==> src/rtl/mbe_seq_mult.sv <==
// rtl/mbe_seq_mult.sv - sequential radix-4 modified-Booth multiplier, one digit per cycle,
// valid/ready on both ports, signed/unsigned per transaction, pass-through tag.
module mbe_seq_mult #(
  parameter int W     = 24,
  parameter int TAG_W = 4
) (
  input  logic               clk,
  input  logic               rst,
  input  logic               in_valid,
  output logic               in_ready,
  input  logic [W-1:0]       in_a,
  input  logic [W-1:0]       in_b,
  input  logic               in_signed,
  input  logic [TAG_W-1:0]   in_tag,
  output logic               out_valid,
  input  logic               out_ready,
  output logic [2*W-1:0]     out_z,
  output logic [TAG_W-1:0]   out_tag
);

  localparam int D  = (W + 2) / 2;
  localparam int AW = 2 * W + 4;
  localparam int BW = W + 3;
  localparam int CW = $clog2(D + 1);

  if ((W % 2) != 0 || W < 4) begin : g_bad_width
    $error("mbe_seq_mult: W must be even and >= 4");
  end

  typedef enum logic [1:0] {INIT, IDLE, BUSY, HOLD} state_t;

  state_t           state, state_nxt;
  logic [AW-1:0]    acc, a_sh;
  logic [BW-1:0]    b_sh;
  logic [CW-1:0]    cnt;
  logic [TAG_W-1:0] tag_q;
  logic             accept, last;

  always_ff @(posedge clk) begin
    if (rst) state <= INIT;
    else     state <= state_nxt;
  end

  // Handshake outputs decode the state register only, so they carry no input-to-output path.
  always_comb begin
    state_nxt = state;
    in_ready  = 1'b0;
    out_valid = 1'b0;
    accept    = 1'b0;
    last      = 1'b0;
    case (state)
      INIT: state_nxt = IDLE;
      IDLE: begin
        in_ready = 1'b1;
        if (in_valid) begin
          accept    = 1'b1;
          state_nxt = BUSY;
        end
      end
      BUSY: begin
        if (cnt == CW'(D - 1)) begin
          last      = 1'b1;
          state_nxt = HOLD;
        end
      end
      HOLD: begin
        out_valid = 1'b1;
        if (out_ready) state_nxt = IDLE;
      end
      default: state_nxt = INIT;
    endcase
  end

  logic [2:0]    dig;
  logic          neg, dbl, nz;
  logic [AW-1:0] mag, addend, acc_nxt;

  // Booth digit {b[2i+1], b[2i], b[2i-1]}; negation is ~mag plus a carry-in of 1 this cycle.
  always_comb begin
    dig     = b_sh[2:0];
    neg     = dig[2] & ~(dig[1] & dig[0]);
    dbl     = (dig == 3'b011) || (dig == 3'b100);
    nz      = !((dig == 3'b000) || (dig == 3'b111));
    mag     = nz ? (dbl ? (a_sh << 1) : a_sh) : '0;
    addend  = neg ? ~mag : mag;
    acc_nxt = acc + addend + AW'(neg);
  end

  always_ff @(posedge clk) begin
    if (rst) begin
      acc     <= '0;
      a_sh    <= '0;
      b_sh    <= '0;
      cnt     <= '0;
      tag_q   <= '0;
      out_z   <= '0;
      out_tag <= '0;
    end else if (accept) begin
      acc   <= '0;
      a_sh  <= {{(W + 4){in_signed & in_a[W-1]}}, in_a};
      b_sh  <= {{2{in_signed & in_b[W-1]}}, in_b, 1'b0};
      cnt   <= '0;
      tag_q <= in_tag;
    end else if (state == BUSY) begin
      acc  <= acc_nxt;
      a_sh <= a_sh << 2;
      b_sh <= b_sh >> 2;
      cnt  <= cnt + CW'(1);
      if (last) begin
        out_z   <= acc_nxt[2*W-1:0];
        out_tag <= tag_q;
      end
    end
  end

endmodule
==> config.mk <==
export PLATFORM = sky130hd
export DESIGN_NAME = mbe_seq_mult
export DESIGN_NICKNAME = d
export VERILOG_FILES = /design/src/rtl/mbe_seq_mult.sv
export SDC_FILE = /design/constraint.sdc
export NUM_CORES = 1
export LEC_CHECK = 0
export ABC_AREA = 1
export CELL_PAD_IN_SITES_DETAIL_PLACEMENT = 1
export CELL_PAD_IN_SITES_GLOBAL_PLACEMENT = 2
export CORE_ASPECT_RATIO = 0.6
export CORE_MARGIN = 4
export CORE_UTILIZATION = 29
export DETAILED_ROUTE_END_ITERATION = 16
export PLACE_DENSITY_LB_ADDON = 0.1
export SYNTH_ARGS = -nofsm -noshare
export SYNTH_HDL_FRONTEND = slang
export SYNTH_SLANG_ARGS = --single-unit
==> constraint.sdc <==
create_clock -name clk -period 2.5 [get_ports clk]
set_input_delay 0.375 -clock clk [delete_from_list [all_inputs] [get_ports clk]]
set_output_delay 0.375 -clock clk [all_outputs]
set_load 0.05 [all_outputs]
==> results of run 1 <==
## how the worst max path moves through the flow
stage / start / end / slack (ps)
floorplan: b_sh[0] / acc[42] / -170
global placement: b_sh[1] / out_z[39] / -1410
detailed placement: b_sh[2] / acc[39] / -1530
CTS: b_sh[0] / acc[39] / -800
global route: b_sh[1] / out_z[36] / -1040
finish: b_sh[1] / acc[37] / -870
## registers in the layout, indices dropped and copies added (netlist names)
| signal | count |
|---|---|
| a_sh | 48 |
| acc | 48 |
| out_z | 48 |
| b_sh | 26 |
| cnt | 4 |
| out_tag | 4 |
| tag_q | 4 |
| state | 2 |
## routing by layer
layer,up-vias,global-route usage
li1,7046,-
met3,42,0.0412
met1,6965,0.376
met4,0,0.0427
met5,-,0
met2,230,0.367
## power by group
group,internal [W],switching [W]
combinational,0.00331,0.00417
clock,0.00146,0.00157
sequential,0.00346,0.000398
## stage by stage
step	util	instances	cell area [sq um]	power (W)
floorplan	-	1927	12300	0.00703
global placement	0.400	2858	16400	0.00959
detailed placement	0.400	2858	16400	0.00976
CTS	0.448	2924	18400	0.0136
global route	0.484	2945	19900	0.0154
finish	0.484	2945	19900	0.0144
## critical path, cell delays in order (launching register included)
cell,delay [ps]
dfxtp_2,370
inv_2,60
nand2_4,120
nand2_8,80
buf_4,150
nand2_4,130
buf_6,160
o21ai_2,60
a21oi_2,120
xor2_1,190
ha_2,340
a21oi_2,250
nor2_1,90
nor2_2,160
buf_4,150
nand2_4,60
buf_6,140
nand4_1,80
buf_4,160
nand3_1,80
nand2_1,110
nand3_2,90
nand2_1,80
inv_1,30
## cell families after synthesis
kind of cell,count (synthesis),share of synthesized area
AND/OR/NAND/NOR,836,0.284
flip-flops,184,0.301
AO/OA/AOI/OAI,383,0.184
adder cells (fa/ha/maj),56,0.0579
buffers and inverters,402,0.126
XOR/XNOR,66,0.0472
## cell usage in the layout (no fill, tap or decap), drive strengths merged
cell           Yosys  final
nor3              14     14
nor2             300    300
bufbuf             0      1
nand3b             5      5
fa                 1      1
a22oi             22     22
dfxtp            184    184
clkinvlp           0      1
ha                55     55
a21boi             1      1
o22ai             12     12
or2                2      2
inv              321    329
o221ai            23     23
nand4             17     17
o21bai             9      9
a221oi            13     13
nand2            396    398
xor2              60     60
o211ai             6      6
a21oi            119    119
clkdlybuf4s50      0    109
clkbuf            47     18
clkinv             1      7
bufinv             0      1
o21a               3      3
a21o              11     11
xnor2              6      6
nand3            101    101
o21ai            164    164
and3               1      1
buf               33    392
## repair_timing
| action | CTS | global route |
|---|---|---|
| gates resized for setup | 271 | 322 |
| buffers inserted | 28 | 26 |
| endpoints found under the hold margin | 0 | 0 |
| pin swaps | 72 | 99 |
| gates cloned | 6 | 1 |
| endpoints found under the setup margin | 92 | 92 |
## layout make-up
type	instances	area share
Multi-Input combinational cell	1343	0.462
Timing Repair Buffer	503	0.223
Sequential cell	184	0.186
Inverter	322	0.0617
Tap cell	560	0.0353
Clock buffer	17	0.0214
Clock inverter	15	0.00995
Timing Repair inverter	1	0.000378
==> impl_metrics.csv, run 1 <==
group,metric,value,unit
run_status,status,"finished with violations",
run_status,violations,"negative setup slack",
die,die_y,167,microns
drt,wl_met1,29700,microns
die,core_region_area,41100,sq um
hold_path,min_from,"rst",
cts,cts_max_path_buffers,2,
placement,hpwl,43100,microns
global_routing,grt_max_degree,83,
cts,cts_hold_buffers,0,
cts,cts_buffers,17,
sta,setup_viol,92,
synth,yosysTopAreaCell,"dfxtp_1",
global_routing,grt_antenna_before_repair,0,
sta,max_freq,297,MHz
sta,fin_ws,-871,ps
drt,met3_length,2700,microns
synth,netlist.area_leader.share,0.301,
sta,fin_crit,3370,ps
cells_and_area,drive_above_1_share,0.359,
cells_and_area,seqCellArea,3690,sq um
die,io_pins,111,
drt,topRoutingLayerUsed,"met4",
job,cap_violations,0,
pwr,peakVddDrop,0.478,mV
synth,synth_area_per_cell,6.35,sq um
critical_path,worstPathMaxFanout,6,
synth,async_flop_share,0,
critical_path,worstReg2RegEnd,"acc[37]",
global_routing,grt_pass1_wl,86800,microns
cts,cts.sinks,184,
drt,vias,14283,
global_routing,grt_pass1_vias,14624,
synth,yosysMostFrequentCell,"nand2_1",
critical_path,worstRegToRegCells,23,
global_routing,grt_overflow_total,0,
drt,wl_met2,24400,microns
pwr,leakagePower,9.29,nW
sta,tightest_slew,909,ps
drt,drt-initial-drc-count,974,
drt,drc,0,
cts,cts_tree,"done",
hold_path,hp-class,"primary input to flop",
synth,yosys-top-cells-area,"dfxtp_1, nand2_1, inv_1",
critical_path,cp-end-kind,"flop",
drt,via_per_inst,4.85,
sta,fin_tns_setup,-62660,ps
synth,syn_area,12200,sq um
synth,synth_ff_type,"dfxtp_1",
drt,postRouteAntennaNets,0,
drt,drt_pre_antenna_iters,5,
critical_path,critical_path_arrival,3760,ps
critical_path,r2r_slack,-870,ps
sta,whs,361,ps
synth,yosysWarnings,0,
cts,insertion_delay,480,ps
cells_and_area,diodes,0,
sta,skew,17.9,ps
synth,synthDistinctLibCells,43,
die,start_util,0.298,
synth,synth_seq_area_share,0.301,
die,dieArea,45600,sq um
synth,yosys_register_bits,184,
sta,period_share,1.35,
global_routing,grt_util_all_layers,0.246,
critical_path,r2r-start,"b_sh[1]",
cells_and_area,syn2layout_area_growth,62.4,%
cells_and_area,fill_cells,5058,
synth,synth_cells,1927,
sta,slew_violations,0,
cts,cts_htree_levels,4,
drt,wirelength,57600,microns
die,num_rows,57,
drt,wl_per_cell,19.6,microns
cells_and_area,layout.nets,2485,
sta,relSlewSlack,0.394,
die,die_x,273,microns
cells_and_area,multiInputGateArea,9190,sq um
synth,synth_edf_count,0,
sta,rsz0062_at_grt,"yes",
placement,io_buffers,110,
critical_path,cp_data_required_time,2880,ps
synth,synth_nets,2040,
pwr,powerDensity,723,nW/um^2
placement,gp_congestion,0.942,
critical_path,critPathLaunchType,"flop",
critical_path,crit_type,"flop to flop",
hold_path,hold-path-endpoint,"out_z[46]",
synth,yosys-top-cells-count,"nand2_1, inv_1, nor2_1, dfxtp_1, o21ai_0",
cts,clockRootBuffer,"clkbuf_16",
hold_path,whs_path_depth,4,
placement,dp_slack,-1530,ps
cts,path_clk_slew,90,ps
sta,hold_viol,0,
Power figures use the tool's default switching activity.
==> run 2, diff against run 1 <==
- CTS_CLUSTER_SIZE: unset -> 14
==> results of run 2 <==
No change in the layout: final DEF, timing and power equal those of run 1.
==> run 3, diff against run 2 <==
- CORE_MARGIN: 4 -> 3
- MAX_ROUTING_LAYER: unset -> met4
==> impl_metrics.csv, run 3 (synthesis gave the netlist of run 1 again) <==
group,metric,value,unit
sta,max_freq,296,MHz
global_routing,grt_pass1_vias,14403,
global_routing,grtUsageMet1,0.373,
cells_and_area,diodes,0,
die,core_region_area,41000,sq um
critical_path,critical_path_arrival,3790,ps
placement,io_buffers,110,
global_routing,grt_busiest_layer,"met2",
global_routing,met3_usage,0.0501,
critical_path,slowest_delay,380,ps
critical_path,r2r-start,"b_sh[0]",
die,io_pins,111,
drt,drt-initial-drc-count,839,
sta,hold_viol,0,
global_routing,grt_antenna_before_repair,0,
cts,insertion_delay,480,ps
cts,cts_htree_levels,4,
placement,hpwl,43200,microns
pwr,powerDensity,736,nW/um^2
critical_path,worstPathMaxFanout,8,
cells_and_area,seqCellArea,3690,sq um
sta,fin_crit,3370,ps
cts,clockRootBuffer,"clkbuf_16",
critical_path,critPathLaunchType,"flop",
cts,cts_buffers,17,
cells_and_area,final_cell_mix,"buf_4, nand2_1, inv_1",
drt,wirelength,57700,microns
global_routing,grt_max_degree,60,
sta,skew,17.4,ps
critical_path,r2r_slack,-870,ps
cells_and_area,layout.nets,2455,
cts,cts_hold_buffers,0,
drt,vias,14237,
sta,tightest_slew,930,ps
critical_path,crit_path_start,"b_sh[0]",
die,num_rows,57,
run_status,violations,"negative setup slack",
sta,period_share,1.35,
drt,drt_pre_antenna_iters,5,
pwr,share_comb_of_total_power,0.515,
pwr,switching_share,0.433,
sta,rsz0062_at_grt,"yes",
global_routing,grt_overflow_total,0,
critical_path,cp_data_required_time,2920,ps
pwr,power.internal,0.00806,W
sta,relSlewSlack,0.380,
global_routing,grt_util_met2,0.381,
pwr,p_sw,0.00615,W
critical_path,crit_cells,23,
placement,dp_slack,-1230,ps
cts,cts_tree,"done",
die,dieArea,44800,sq um
cells_and_area,drive_above_1_share,0.338,
critical_path,worst-path-buf-inv,9,
drt,postRouteAntennaNets,0,
pwr,leakagePower,9.01,nW
drt,drc,0,
cells_and_area,fill_cells,5086,
sta,setup_viol,92,
critical_path,worstRegToRegCells,23,
critical_path,worstReg2RegEnd,"acc[46]",
critical_path,crit_type,"flop to flop",
critical_path,cp_slowest_cell,"dfxtp_4",
sta,whs,203,ps
hold_path,hp-class,"primary input to flop",
critical_path,cp-end-kind,"flop",
run_status,status,"finished with violations",
placement,gp_congestion,0.966,
die,die_x,271,microns
drt,wl_per_cell,19.8,microns
cells_and_area,final_common_cell,"buf_4",
cells_and_area,multiInputGateArea,8950,sq um
global_routing,grt_pass1_wl,85900,microns
pwr,clkPwrFrac,0.212,
job,cap_violations,0,
drt,via_per_inst,4.88,
cts,cts.sinks,184,
sta,fin_ws,-874,ps
cts,path_clk_slew,80,ps
global_routing,grt_util_all_layers,0.260,
pwr,finalPower,0.0142,W
die,die_y,165,microns
sta,fin_tns_setup,-57260,ps
critical_path,setup.worst_path.end,"acc[46]",
critical_path,cpLargestDelayFamily,"buffers and inverters",
pwr,seqPwrFrac,0.274,
critical_path,crit_chain,"nand2_4 > nand2_4 > inv_6 > a21oi_4 > clkinv_4 > buf_8 > buf_4 > nand2_2 > xor2_2 > ha_1 > buf_4 > nand2_4 > buf_4 > nor2_2 > inv_1 > nor2_1 > inv_2 > nor2_4 > o21ai_2 > nand4_1 > nand3_1 > nand2_1 > inv_1",
cells_and_area,reg_top3,"a_sh: 48 flops, acc: 48 flops, out_z: 48 flops",
cts,cts_max_path_buffers,2,
pwr,peakVddDrop,0.422,mV
cells_and_area,syn2layout_area_growth,57.9,%
die,start_util,0.298,
sta,slew_violations,0,
[run 3: cell count changes in the layout (fill, tap and decap cells not counted), moves of 6 or more]
cell / change
xor2_2: +6
nand2_1: +13
buf_4: -21
nand3_2: -6
nand3_1: +9
[run 3: power groups by stage]
stage | registers [W] | logic (W) | clock network [W]
floorplan | 0.00375 | 0.00328 | 0
finish | 0.00389 | 0.00732 | 0.00301
detailed placement | 0.00390 | 0.00585 | 0
global route | 0.00396 | 0.00799 | 0.00319
CTS | 0.00386 | 0.00673 | 0.00309
global placement | 0.00389 | 0.00571 | 0
[run 3: final cells by class]
class	instances	share of cell area
clock buffers	17	0.0220
clock inverters	15	0.0102
inverters	322	0.0632
multi-input cells	1344	0.463
flip-flops and latches	184	0.191
well taps	560	0.0363
repair buffers	473	0.214
[run 3: routing by layer]
metal  wire length [microns]  part of all wire  vias up
met5                       0                 0        -
met4                     535            0.0093        0
met3                    3110             0.054       29
met2                   24300              0.42      248
met1                   29700              0.52     6986
li1                        -                 -     6974
[run 3: what timing repair did]
action / 4_1_cts / 5_1_grt
buffers inserted: 33 / 22
endpoints found under the setup margin: 92 / 92
gates cloned: 4 / 4
pin swaps: 62 / 54
gates resized for setup: 390 / 138
[run 3: metrics by stage]
stage,area [sq um],instances,util
3_5_place_dp,16100,2821,0.393
5_1_grt,19300,2915,0.471
4_1_cts,18500,2889,0.451
2_1_floorplan,12300,1927,-
3_3_place_gp,16100,2821,0.393
6_report,19300,2915,0.471
[run 3: worst min path at each step]
stage	start	end	slack (ps)	cells past startpoint
final	rst	a_sh[0]	200	2
after global routing	rst	a_sh[0]	190	2
after floorplan	b_sh[25]	b_sh[25]	440	2
after global placement	b_sh[25]	b_sh[25]	450	2
after detailed placement	b_sh[25]	b_sh[25]	460	2
after CTS	rst	a_sh[0]	170	2
[run 3: worst register-to-register path: cells and delay by family, from the launching register on]
kind | cells | cell delay, ps
fa+ha+maj | 1 | 290
compound gates | 2 | 350
simple gates | 10 | 1000
flops | 1 | 380
buf+inv | 9 | 1090
xor+xnor | 1 | 220
